===== src/rtl/ptw_axi_read_master.sv =====
// Single-outstanding AXI4 read master that fetches one 64-bit PTE per walker request
// and returns it as a data-valid pulse, or as an access-fault pulse on an error response.
module ptw_axi_read_master #(
  parameter int          ADDR_WIDTH = 64,
  parameter int          DATA_WIDTH = 64,
  parameter int          ID_WIDTH   = 4,
  parameter int unsigned AXI_ID     = 0
) (
  input  logic                  CLK,
  input  logic                  RST,
  input  logic                  ADDR_VALID,
  input  logic [ADDR_WIDTH-1:0] ADDR,
  output logic                  DATA_VALID,
  output logic [DATA_WIDTH-1:0] DATA,
  output logic                  ACCESS_FAULT,
  output logic                  BUSY,
  output logic                  REQ_OVERRUN,
  output logic [1:0]            DBG_STATE,
  output logic [ID_WIDTH-1:0]   M_AXI_ARID,
  output logic [ADDR_WIDTH-1:0] M_AXI_ARADDR,
  output logic [7:0]            M_AXI_ARLEN,
  output logic [2:0]            M_AXI_ARSIZE,
  output logic [1:0]            M_AXI_ARBURST,
  output logic [3:0]            M_AXI_ARCACHE,
  output logic [2:0]            M_AXI_ARPROT,
  output logic                  M_AXI_ARVALID,
  input  logic                  M_AXI_ARREADY,
  input  logic [ID_WIDTH-1:0]   M_AXI_RID,
  input  logic [DATA_WIDTH-1:0] M_AXI_RDATA,
  input  logic [1:0]            M_AXI_RRESP,
  input  logic                  M_AXI_RLAST,
  input  logic                  M_AXI_RVALID,
  output logic                  M_AXI_RREADY
);

  // Handshakes: a channel transfers on a rising edge where VALID and READY are both high;
  // ARVALID, once raised, stays high with ARADDR stable until that transfer.
  localparam logic [1:0] S_IDLE = 2'd0;
  localparam logic [1:0] S_AR   = 2'd1;
  localparam logic [1:0] S_R    = 2'd2;
  localparam logic [1:0] S_RESP = 2'd3;

  logic [1:0]            r_state;
  logic [ADDR_WIDTH-1:0] r_araddr;
  logic                  r_arvalid;
  logic                  r_rready;
  logic                  r_first;
  logic [DATA_WIDTH-1:0] r_cap_data;
  logic                  r_cap_err;
  logic [DATA_WIDTH-1:0] r_data;
  logic                  r_data_valid;
  logic                  r_access_fault;
  logic                  r_busy;
  logic                  r_req_overrun;

  logic                  w_r_beat;
  logic [DATA_WIDTH-1:0] w_beat_data;
  logic                  w_beat_err;
  logic                  w_unused;

  assign w_r_beat = M_AXI_RVALID & r_rready;
  // Only the first beat counts; later beats from an ARLEN-ignoring slave are dropped.
  assign w_beat_data = r_first ? M_AXI_RDATA    : r_cap_data;
  assign w_beat_err  = r_first ? M_AXI_RRESP[1] : r_cap_err;
  assign w_unused    = ^{M_AXI_RID, M_AXI_RRESP[0], ADDR[2:0]};

  always_ff @(posedge CLK) begin
    if (RST) begin
      r_state        <= S_IDLE;
      r_araddr       <= '0;
      r_arvalid      <= 1'b0;
      r_rready       <= 1'b0;
      r_first        <= 1'b0;
      r_cap_data     <= '0;
      r_cap_err      <= 1'b0;
      r_data         <= '0;
      r_data_valid   <= 1'b0;
      r_access_fault <= 1'b0;
      r_busy         <= 1'b0;
      r_req_overrun  <= 1'b0;
    end else begin
      r_data_valid   <= 1'b0;
      r_access_fault <= 1'b0;
      case (r_state)
        S_IDLE, S_RESP: begin
          if (ADDR_VALID) begin
            r_araddr  <= {ADDR[ADDR_WIDTH-1:3], 3'b000};
            r_arvalid <= 1'b1;
            r_busy    <= 1'b1;
            r_state   <= S_AR;
          end else begin
            r_state   <= S_IDLE;
          end
        end
        S_AR: begin
          if (ADDR_VALID) r_req_overrun <= 1'b1;
          if (M_AXI_ARREADY) begin
            r_arvalid <= 1'b0;
            r_rready  <= 1'b1;
            r_first   <= 1'b1;
            r_state   <= S_R;
          end
        end
        S_R: begin
          if (ADDR_VALID) r_req_overrun <= 1'b1;
          if (w_r_beat) begin
            r_first    <= 1'b0;
            r_cap_data <= w_beat_data;
            r_cap_err  <= w_beat_err;
            if (M_AXI_RLAST) begin
              r_rready <= 1'b0;
              r_busy   <= 1'b0;
              r_state  <= S_RESP;
              if (w_beat_err) begin
                r_access_fault <= 1'b1;
              end else begin
                r_data_valid <= 1'b1;
                r_data       <= w_beat_data;
              end
            end
          end
        end
        default: r_state <= S_IDLE;
      endcase
    end
  end

  assign DATA_VALID    = r_data_valid;
  assign DATA          = r_data;
  assign ACCESS_FAULT  = r_access_fault;
  assign BUSY          = r_busy;
  assign REQ_OVERRUN   = r_req_overrun;
  assign DBG_STATE     = r_state;
  assign M_AXI_ARID    = ID_WIDTH'(AXI_ID);
  assign M_AXI_ARADDR  = r_araddr;
  assign M_AXI_ARLEN   = 8'd0;
  assign M_AXI_ARSIZE  = 3'b011;
  assign M_AXI_ARBURST = 2'b01;
  assign M_AXI_ARCACHE = 4'b0011;
  assign M_AXI_ARPROT  = 3'b001;
  assign M_AXI_ARVALID = r_arvalid;
  assign M_AXI_RREADY  = r_rready;

endmodule


===== config.mk =====
export PLATFORM = sky130hd
export DESIGN_NAME = ptw_axi_read_master
export DESIGN_NICKNAME = d
export VERILOG_FILES = /design/src/rtl/ptw_axi_read_master.sv
export SDC_FILE = /design/constraint.sdc
export NUM_CORES = 1
export LEC_CHECK = 0
export ABC_AREA = 1
export BUFFER_PORTS_ARGS = -buffer_cell sky130_fd_sc_hd__buf_2
export CAP_MARGIN = 20
export CORE_AREA = 2 2 131 133
export DETAILED_ROUTE_END_ITERATION = 8
export DIE_AREA = 0 0 133 135
export GPL_TIMING_DRIVEN = 0
export PLACE_DENSITY = 0.8
export SLEW_MARGIN = 15
export SYNTH_ARGS = -nofsm -noshare
export SYNTH_HDL_FRONTEND = slang
export SYNTH_SLANG_ARGS = --single-unit

===== constraint.sdc =====
create_clock -name CLK -period 1.75 [get_ports CLK]
set_input_delay 0.35 -clock CLK [delete_from_list [all_inputs] [get_ports CLK]]
set_output_delay 0.35 -clock CLK [all_outputs]
set_load 0.01 [all_outputs]

======== Yosys cells after proc, flatten, opt, wreduce, memory -nomap -nowiden ========
Cells that the tools add are included.
storage, ports and cells
  register bits after elaboration ......... 199
  input port bits ......................... 140
  output and inout bits ................... 160
  logic and storage cells ................. 59
cells by class
  eq/ne operators ......................... 7
  muxes and demuxes ....................... 19
  bitwise logic cells ..................... 5
  reductions and logical operators ........ 16
operator list
  kind                  number
  $mux W64              1
  $reduce_and A4 Y1     3
  $mux W1               10
  $reduce_and A3 Y1     3
  $ne A2 B2 Y1 const B  4
  $pmux W1 S2           4
  $mux W2               3
  $pmux W2 S3           1
  $reduce_and A2 Y1     3
  $reduce_bool A2 Y1    3
  $eq A2 B2 Y1 const B  2
  $not A1 Y1            4
  $reduce_or A2 Y1      2
  $reduce_or A4 Y1      1
  $eq A2 B1 Y1 const B  1
  $logic_not A2 Y1      1
  $and A1 B1 Y1         1

======== Longest topological paths before layout ========
Gate-level depths: netlist of run 1.
  depth after elaboration ................. 4
  depth in mapped cells ................... 9
  gate-level depth less buffers ........... 8

======== Worst setup path before layout of run 1 ========
Ideal clock, no wire load.
  kind .................................... flip-flop to flip-flop
  start point ............................. register r_state[0], in the netlist DBG_STATE[0]
  end point ............................... register r_cap_data[0]
  library setup time ...................... 0.128 ns
  data arrival time ....................... 1.383 ns
  required time ........................... 1.622 ns
  slack ................................... 0.238 ns
  stages on the path, launching flop included .. 7
  path buffers ............................ 2
  clock period less this slack ............ 1.512 ns
  cells stage by stage .................... dfxtp_1 -> inv_1 -> ha_1 -> nand3_2 -> buf_2 -> clkbuf_1 -> a21oi_1
between the ends
  word-level cells in the longest chain between the ends .. 2
RTL lines
  what                                RTL line  source
  start, declared                     43        logic [1:0] r_state;
  start signal, assigned              69        r_state <= S_IDLE;
  start signal, assigned              90        r_state <= S_AR;
  start signal, assigned              92        r_state <= S_IDLE;
  $eq A2 B2 Y1                        84        case (r_state)
  $reduce_and A2 Y1 (no source line)  -
  end signal, assigned                108       r_cap_data <= w_beat_data;
  end, declared                       48        logic [DATA_WIDTH-1:0] r_cap_data;
No other way between the ends.
A chain may end at the register's enable or synchronous reset.

======== Final worst setup path of run 1 ========
  start point ............................. register r_state[0], in the netlist DBG_STATE[0]
  end point ............................... register r_data[33], in the netlist DATA[33]
between the ends
  word-level cells in the longest chain between the ends .. 2
RTL lines
  what                                RTL line  source
  $eq A2 B2 Y1                        84
  $reduce_and A4 Y1 (no source line)  -
  end signal, assigned                118       r_data <= w_beat_data;
  end, declared                       50        logic [DATA_WIDTH-1:0] r_data;
No other way between the ends.

==> flow_summary.yaml, run 1 <==
timing:
  period_minus_slack_ns: 1.62
  rsz0062_at_grt: "false"
  worst_pin_slew_ns: 0.548
  final.period_utilization: 0.926
  setup_violations: 0
  worst_slack_ns: 0.130
  max_freq_ghz: 0.617
  maxSlewHeadroom: 0.635
  slew_viol_final: 0
  clock_skew_ns: 0.00716
  hold_viol: 0
synth:
  synthTopCellsByArea: "dfxtp_1 (49%), nand2_1 (16%), nor2_1 (12%)"
  synthesis.area_um2: 8170
  yosysWarnings: 0
  async_flop_share: 0
  yosys.cell_count.top_type: "nand2_1"
  synth_cell_types: 20
  syn_inst: 1184
  ys_seq_area_frac: 0.488
  yosysTopAreaCell: "dfxtp_1"
  synth_ff_type: "dfxtp_1"
  ys_ff_latch: 199
  synth_common_cells: "nand2_1 (342), nor2_1 (251), dfxtp_1 (199), o21ai_0 (126), a21oi_1 (73)"
  synth_edf_count: 0
  syn_avg_cell_area_um2: 6.90
  synth_top_cell_area_share: 0.488
hold_path:
  min_to: "M_AXI_ARADDR[7]"
  hold_class: "primary input to flip-flop"
  hold_depth: 3
  hp-start: "ADDR[7]"
drt:
  drtAntennaViolNets: 0
  drc_errors: 0
  via_count: 8085
  drt-total-wl_um: 22000
  dr.pass1.iters: 5
  wl_per_cell_um: 12.8
  viasPerCell: 4.68
  drt_iter0_drc: 496
clock_network:
  cts_buffers: 17
  ctsHoldBuffers: 0
  cts_sinks: 199
  ctsLongestPathBuffers: 2
  post_cts_buffers: 0
  root_buffer: "clkbuf_16"
  clk_pin_slew_ns: 0.08
  htree_levels: 4
  clk_latency_ns: 0.43
  cts_tree: "yes"
placement:
  dp_slack_ns: -0.141
  numPortBuffers: 263
  hpwlAfterDp_um: 16600
  dpl.cell_count: 1692
  place.gp.congestion: 0.845
floorplanning:
  die_w_um: 133
  coreArea_um2: 16400
  num_io_pins: 300
  initial_core_util: 0.498
  die_y_um: 135
  rows: 47
  die_area_um2: 18000
power:
  vdd_ir_drop_max_mv: 0.753
  p_leak_nw: 5.35
  finalPower_w: 0.0125
  powerDensity_nw_per_um2: 1190
setup_path:
  r2r-start: "DBG_STATE[0]"
  ff2ff_setup_slack_ns: 0.13
  crit_chain: "inv_1 -> ha_4 -> nand3_4 -> nor2_2 -> buf_4 -> buf_4 -> nand2_1 -> nand2_1 -> nor2_1"
  cp_max_fo: 10
  start_kind: "flip-flop"
  required_ns: 2.08
  end_kind: "flip-flop"
  critical_path_class: "flip-flop to flip-flop"
  arrival_ns: 1.95
  path_buf_inv: 3
  rr_worst_depth: 9
  rr_endpoint: "DATA[33]"
  path_delay_family: "buffers and inverters"
  slowest_delay_ns: 0.35
  crit_slowest_cell: "dfxtp_1"
run_status:
  outcome: "completed"
global_routing:
  grt_max_degree: 19
  antenna_found_initial: 2
  grt_pass1_vias: 7358
  grt_overflow: 0
  grt_pass1_wl_um: 34400
  grt_use_total: 0.239
cells_and_area:
  area_delta_synth_final_pct: 28.5
  layout-drive-gt1-share: 0.253
  layoutNonFillerInstCount: 1726
  fin_nets: 1633
run:
  max_cap_viol_count: 0
[worst reg2reg max path: stages (launching register included)]
cell and delay (ns):
dfxtp_1 0.35, inv_1 0.11, ha_4 0.18, nand3_4 0.12
nor2_2 0.16, buf_4 0.21, buf_4 0.21, nand2_1 0.08
nand2_1 0.07, nor2_1 0.04
[area by class of cell]
cell class / instances / area, um2
inverter: 76 / 288
tap: 220 / 275
clock inverter: 14 / 161
antenna: 2 / 5.00
multi-input combinational: 832 / 3430
timing repair buffer: 263 / 1320
fill: 1511 / 5910
clock buffer: 18 / 439
buffer: 102 / 597
sequential: 199 / 3980
[per-stage QoR]
stage           util  instance area (um2)  hold WS (ns)  TNS, ns
3_3_place_gp   0.601                 9860         0.433    -2.69
5_1_grt        0.640                10500         0.160        0
4_1_cts        0.638                10500         0.149        0
6_report       0.640                10500         0.170        0
2_1_floorplan      -                 8270         0.426        0
3_5_place_dp   0.601                 9860         0.440    -4.50
[power by group]
part	switching (W)	leakage (nW)	internal [W]
clock	0.00183	0.296	0.00219
combinational	0.00198	3.44	0.00116
sequential	0.000260	1.62	0.00503
[layout by cell type (no fill, tap or decap), drive strengths merged]
master	netlist	layout
bufinv	0	2
and2	1	1
diode	0	2
clkbuf	31	49
inv	76	83
a21oi	73	73
clkinvlp	0	1
nor4	1	1
clkinv	0	4
dfxtp	199	199
buf	71	334
o21ai	126	126
nor2	252	252
ha	2	2
nor3	2	2
nand3	6	6
conb	2	27
nand2	342	342
[routing by layer]
metal / wire length, um / share of wire / GRT usage
met4: 376 / 0.017 / 0.0824
met5: 0 / 0 / 0
met2: 11000 / 0.50 / 0.425
met3: 1590 / 0.072 / 0.0638
met1: 9090 / 0.41 / 0.278
[worst max path at each step]
stage	from	endpoint	slack (ns)	depth (start not counted)
2_1_floorplan	DBG_STATE[0]	r_cap_data[0]	0.24	6
3_3_place_gp	DBG_STATE[0]	M_AXI_ARADDR[61]	-0.08	6
3_5_place_dp	DBG_STATE[0]	M_AXI_ARADDR[62]	-0.14	6
4_1_cts	DBG_STATE[0]	DATA[49]	0.02	9
5_1_grt	r_first	DATA[24]	0.0007	7
6_report	DBG_STATE[0]	DATA[33]	0.13	9
[timing repair]
item                                   CTS  global route
setup endpoints to repair              100           164
gates resized for setup                  7            11
endpoints found under the hold margin    0             0
gates cloned                             0             0
pin swaps                                0             0
[kinds of logic (layout without fill, tap and decap cells)]
| kind of cell | after synthesis | in the layout | share of synthesized area |
|---|---|---|---|
| flip-flops | 199 | 199 | 0.488 |
| AO/OA/AOI/OAI | 199 | 199 | 0.122 |
| buffers and inverters | 178 | 473 | 0.106 |
| adder cells (fa/ha/maj) | 2 | 2 | 0.00306 |
| AND/OR/NAND/NOR | 604 | 604 | 0.280 |
| other | 2 | 29 | 0.000919 |
[sequential cells by signal, indices dropped and copies added, names as in the netlist]
register       flops
DATA              64
r_cap_data        64
M_AXI_ARADDR      61
DBG_STATE          2
ACCESS_FAULT       1
BUSY               1
DATA_VALID         1
M_AXI_ARVALID      1
M_AXI_RREADY       1
REQ_OVERRUN        1
r_cap_err          1
r_first            1
(Power assumes the default switching activity.)
==> run 2, diff against run 1 <==
--- a/config.mk
+++ b/config.mk
@@ -13,6 +13,7 @@
 export DIE_AREA = 0 0 133 135
 export GPL_TIMING_DRIVEN = 0
 export PLACE_DENSITY = 0.8
+export RECOVER_POWER = 50
 export SLEW_MARGIN = 15
 export SYNTH_ARGS = -nofsm -noshare
 export SYNTH_HDL_FRONTEND = slang
==> flow_summary.yaml, run 2 (synthesis results as in run 1) <==
clock_network:
  cts_buffers: 17
  ctsHoldBuffers: 0
  htree_levels: 4
  cts_resized: 7
  cts_sinks: 199
  ctsLongestPathBuffers: 2
  clk_pin_slew_ns: 0.08
  post_cts_buffers: 0
  cts_tree: "yes"
  clk_latency_ns: 0.43
  root_buffer: "clkbuf_16"
setup_path:
  crit_slowest_cell: "dfxtp_1"
  required_ns: 2.07
  cpMostUsedCell: "nand2_1"
  critical_path_class: "flip-flop to flip-flop"
  crit_chain: "inv_1 -> ha_4 -> nand3_4 -> inv_2 -> buf_4 -> clkbuf_2 -> nand2_1 -> nand2_1 -> a21oi_1"
  cp_max_fo: 10
  slowest_delay_ns: 0.35
  end_kind: "flip-flop"
  path_delay_family: "buffers and inverters"
  arrival_ns: 1.94
  start_kind: "flip-flop"
  path_buf_inv: 4
global_routing:
  grt_use_total: 0.239
  grt_pass1_vias: 7358
  grt_pass1_wl_um: 34400
  grt_max_degree: 19
  antenna_found_initial: 2
  grt_overflow: 0
power:
  p_leak_nw: 4.80
  vdd_ir_drop_max_mv: 0.753
  powerDensity_nw_per_um2: 1190
floorplanning:
  num_io_pins: 300
  die_area_um2: 18000
  rows: 47
  coreArea_um2: 16400
  die_y_um: 135
  initial_core_util: 0.498
  die_w_um: 133
placement:
  hpwlAfterDp_um: 16600
  place.gp.congestion: 0.845
  dpl-instance-area_um2: 9860
  numPortBuffers: 263
timing:
  rsz0062_at_grt: "false"
  worst_pin_slew_ns: 0.548
  period_minus_slack_ns: 1.62
  final.period_utilization: 0.928
  clock_skew_ns: 0.00927
  max_freq_ghz: 0.616
  slew_viol_final: 0
  maxSlewHeadroom: 0.634
  hold_viol: 0
  setup_violations: 0
cells_and_area:
  utilization: 0.630
  multi_input_area_um2: 3430
  fillCellCount: 1591
  area_delta_synth_final_pct: 26.4
  layout-drive-gt1-share: 0.164
  fin_nets: 1633
  seq_area_um2: 3980
  final_common_cell: "nand2_1"
  final_area_um2: 10300
  layout_common_cells: "nand2_1 (341), nor2_1 (251), dfxtp_1 (199)"
run:
  max_cap_viol_count: 0
drt:
  viasPerCell: 4.69
  wl_per_cell_um: 12.8
  drt-total-wl_um: 22100
  drtAntennaViolNets: 0
  dr.pass1.iters: 5
  via_count: 8100
  drt_iter0_drc: 510
  drc_errors: 0
run_status:
  outcome: "completed"
hold_path:
  hold_class: "primary input to flip-flop"
run 2: worst paths after layout:
path                      to           start  depth (start not counted)  slack (ns)
max           r_cap_data[23]    DBG_STATE[0]                          9        0.13
min          M_AXI_ARADDR[7]         ADDR[7]                          3        0.17
max reg2reg   r_cap_data[23]    DBG_STATE[0]                          9        0.13
min reg2reg   r_cap_data[63]  r_cap_data[63]                          2        0.45
run 2: cell type report:
type	instances	share of cell area
flip-flops and latches	199	0.386
multi-input cells	832	0.332
repair buffers	263	0.111
plain buffers	102	0.0574
clock buffers	18	0.0425
inverters	76	0.0279
well taps	220	0.0266
clock inverters	14	0.0156
diodes	2	0.000484
run 2: worst reg2reg max path, stage by stage, from the launching register on:
cell and delay, ns:
dfxtp_1 0.35, inv_1 0.11, ha_4 0.18, nand3_4 0.12
inv_2 0.09, buf_4 0.18, clkbuf_2 0.28, nand2_1 0.10
nand2_1 0.08, a21oi_1 0.04
run 2: routing by layer:
layer  wire length [um]  GRT usage  vias to the layer above
li1                   -          -                     4217
met1               8950      0.278                     3569
met2              11000      0.425                      285
met3               1720     0.0638                       29
met4                359     0.0824                        0
met5                  0          0                        -
run 2: per-stage QoR:
stage               instances  total power (W)  TNS, ns  setup WS (ns)  hold WS, ns
finish                   1726           0.0123        0          0.125        0.170
global route             1726           0.0131        0       0.000732        0.160
CTS                      1724           0.0125        0         0.0171        0.149
detailed placement       1692          0.00848    -4.50         -0.141        0.440
global placement         1692          0.00842    -2.69        -0.0774        0.433
floorplan                1209          0.00735        0          0.238        0.426
run 2: power by group:
group	switching, W	internal [W]
combinational	0.00198	0.00104
sequential	0.000273	0.00503
clock	0.00183	0.00219
==> run 3, diff against run 2 <==
--- a/config.mk
+++ b/config.mk
@@ -8,11 +8,11 @@
 export ABC_AREA = 1
 export BUFFER_PORTS_ARGS = -buffer_cell sky130_fd_sc_hd__buf_2
 export CAP_MARGIN = 20
-export CORE_AREA = 2 2 131 133
+export CORE_AREA = 2 2 156 158
 export DETAILED_ROUTE_END_ITERATION = 8
-export DIE_AREA = 0 0 133 135
+export DIE_AREA = 0 0 158 160
 export GPL_TIMING_DRIVEN = 0
-export PLACE_DENSITY = 0.8
+export PLACE_DENSITY = 0.6
 export RECOVER_POWER = 50
 export SLEW_MARGIN = 15
 export SYNTH_ARGS = -nofsm -noshare
==> flow_summary.yaml, run 3 (synthesis results as in run 1) <==
floorplanning:
  die_area_um2: 25300
  coreArea_um2: 23800
  rows: 57
  die_w_um: 158
  die_y_um: 160
  initial_core_util: 0.343
  num_io_pins: 300
power:
  powerDensity_nw_per_um2: 1170
  p_leak_nw: 4.82
  finalPower_w: 0.0123
  vdd_ir_drop_max_mv: 0.730
cells_and_area:
  final_common_cell: "nand2_1"
  fin_nets: 1633
  fillCellCount: 2688
  layout-drive-gt1-share: 0.168
  layoutNonFillerInstCount: 1829
  area_delta_synth_final_pct: 28.3
  layout_common_cells: "nand2_1 (341), nor2_1 (251), dfxtp_1 (199)"
setup_path:
  start_kind: "flip-flop"
  required_ns: 2.05
  critical_path_class: "flip-flop to flip-flop"
  end_kind: "flip-flop"
  r2r-start: "DBG_STATE[1]"
  arrival_ns: 1.90
  cp-startpoint: "DBG_STATE[1]"
  cp_max_fo: 10
drt:
  viasPerCell: 4.37
  drc_errors: 0
  wl_per_cell_um: 12.8
  drt_iter0_drc: 394
  drtAntennaViolNets: 0
  dr.pass1.iters: 4
  via_count: 7999
  drt-total-wl_um: 23500
placement:
  place.gp.congestion: 0.820
  dpl.cell_count: 1796
  hpwlAfterDp_um: 17700
  numPortBuffers: 263
timing:
  final.period_utilization: 0.913
  clock_skew_ns: 0.0176
  setup_violations: 0
  slew_viol_final: 0
  worst_pin_slew_ns: 0.679
  hold_viol: 0
  max_freq_ghz: 0.626
  period_minus_slack_ns: 1.60
  maxSlewHeadroom: 0.547
  hold_ws_ns: 0.162
run_status:
  outcome: "completed"
clock_network:
  ctsHoldBuffers: 0
  cts_sinks: 199
  root_buffer: "clkbuf_16"
  cts_buffers: 17
  htree_levels: 4
  clk_pin_slew_ns: 0.08
  ctsLongestPathBuffers: 2
  cts_tree: "yes"
  clk_latency_ns: 0.43
global_routing:
  busiest_layer: "met2"
  grt_pass1_wl_um: 37700
  met3_usage: 0.0624
  grt_pass1_vias: 7598
  use_met1: 0.230
  antenna_found_initial: 1
  grt_use_total: 0.187
  use_met2: 0.316
  grt_max_degree: 19
  grt_overflow: 0
run:
  max_cap_viol_count: 0
hold_path:
  hp-start: "ADDR[44]"
  hold_class: "primary input to flip-flop"
run 3: cell count changes in the layout (fill, tap and decap cells not counted), moves of 2 or more:
cell | previous run | this run
clkinv_4 | 2 | 6
buf_2 | 151 | 145
clkbuf_2 | 12 | 21
bufinv_16 | 2 | 0
clkbuf_1 | 156 | 149
clkinv_8 | 0 | 2
clkbuf_4 | 1 | 4
inv_6 | 5 | 3
clkinv_2 | 2 | 0
clkbuf_8 | 1 | 3
run 3: worst paths after layout:
kind	endpoint	depth (start not counted)	slack, ns
worst min-delay path	M_AXI_ARADDR[44]	3	0.16
worst min register to register	r_cap_data[32]	2	0.45
worst max register to register	r_cap_data[51]	8	0.15
worst max-delay path	r_cap_data[51]	8	0.15
run 3: through the flow:
stage	cell area [um2]	util	setup TNS, ns	setup slack, ns
finish	10500	0.440	0	0.152
global route	10500	0.440	-0.00201	-0.00201
CTS	10600	0.445	0	0.00336
detailed placement	9990	0.419	-16.41	-0.256
global placement	9990	0.419	-15.34	-0.280
floorplan	8270	-	0	0.238
run 3: power breakdown:
part           internal (W)  switching (W)
clock               0.00200        0.00188
combinational       0.00106        0.00202
sequential          0.00503       0.000273
run 3: layout make-up:
cell class | count | area, um2 | area share
Antenna cell | 1 | 2.50 | 0.000239
Inverter | 76 | 290 | 0.0277
Timing Repair Buffer | 263 | 1150 | 0.110
Tap cell | 324 | 405 | 0.0387
Multi-Input combinational cell | 832 | 3440 | 0.329
Buffer | 102 | 619 | 0.0591
Clock inverter | 11 | 114 | 0.0109
Clock buffer | 21 | 470 | 0.0449
Sequential cell | 199 | 3980 | 0.380
run 3: critical path, cell delays in order, from the launching register on:
cell and delay, ns:
dfxtp_1 0.41, ha_4 0.20, nand3_4 0.15, inv_2 0.10, buf_4 0.20, clkbuf_4 0.23, nand2_1 0.07, nand2_1 0.06
a21oi_1 0.05
run 3: routing by layer:
layer  part of all wire  vias to the layer above  wire (um)
met5                  0                        -          0
met4              0.011                        0        263
met3              0.080                       16       1870
met2               0.47                      241      11000
met1               0.44                     3525      10300
li1                   -                     4217          -
run 3: timing repair:
item	in CTS	in global routing
pin swaps	0	1
setup buffers	0	0
setup endpoints to repair	179	174
gates resized for setup	10	35
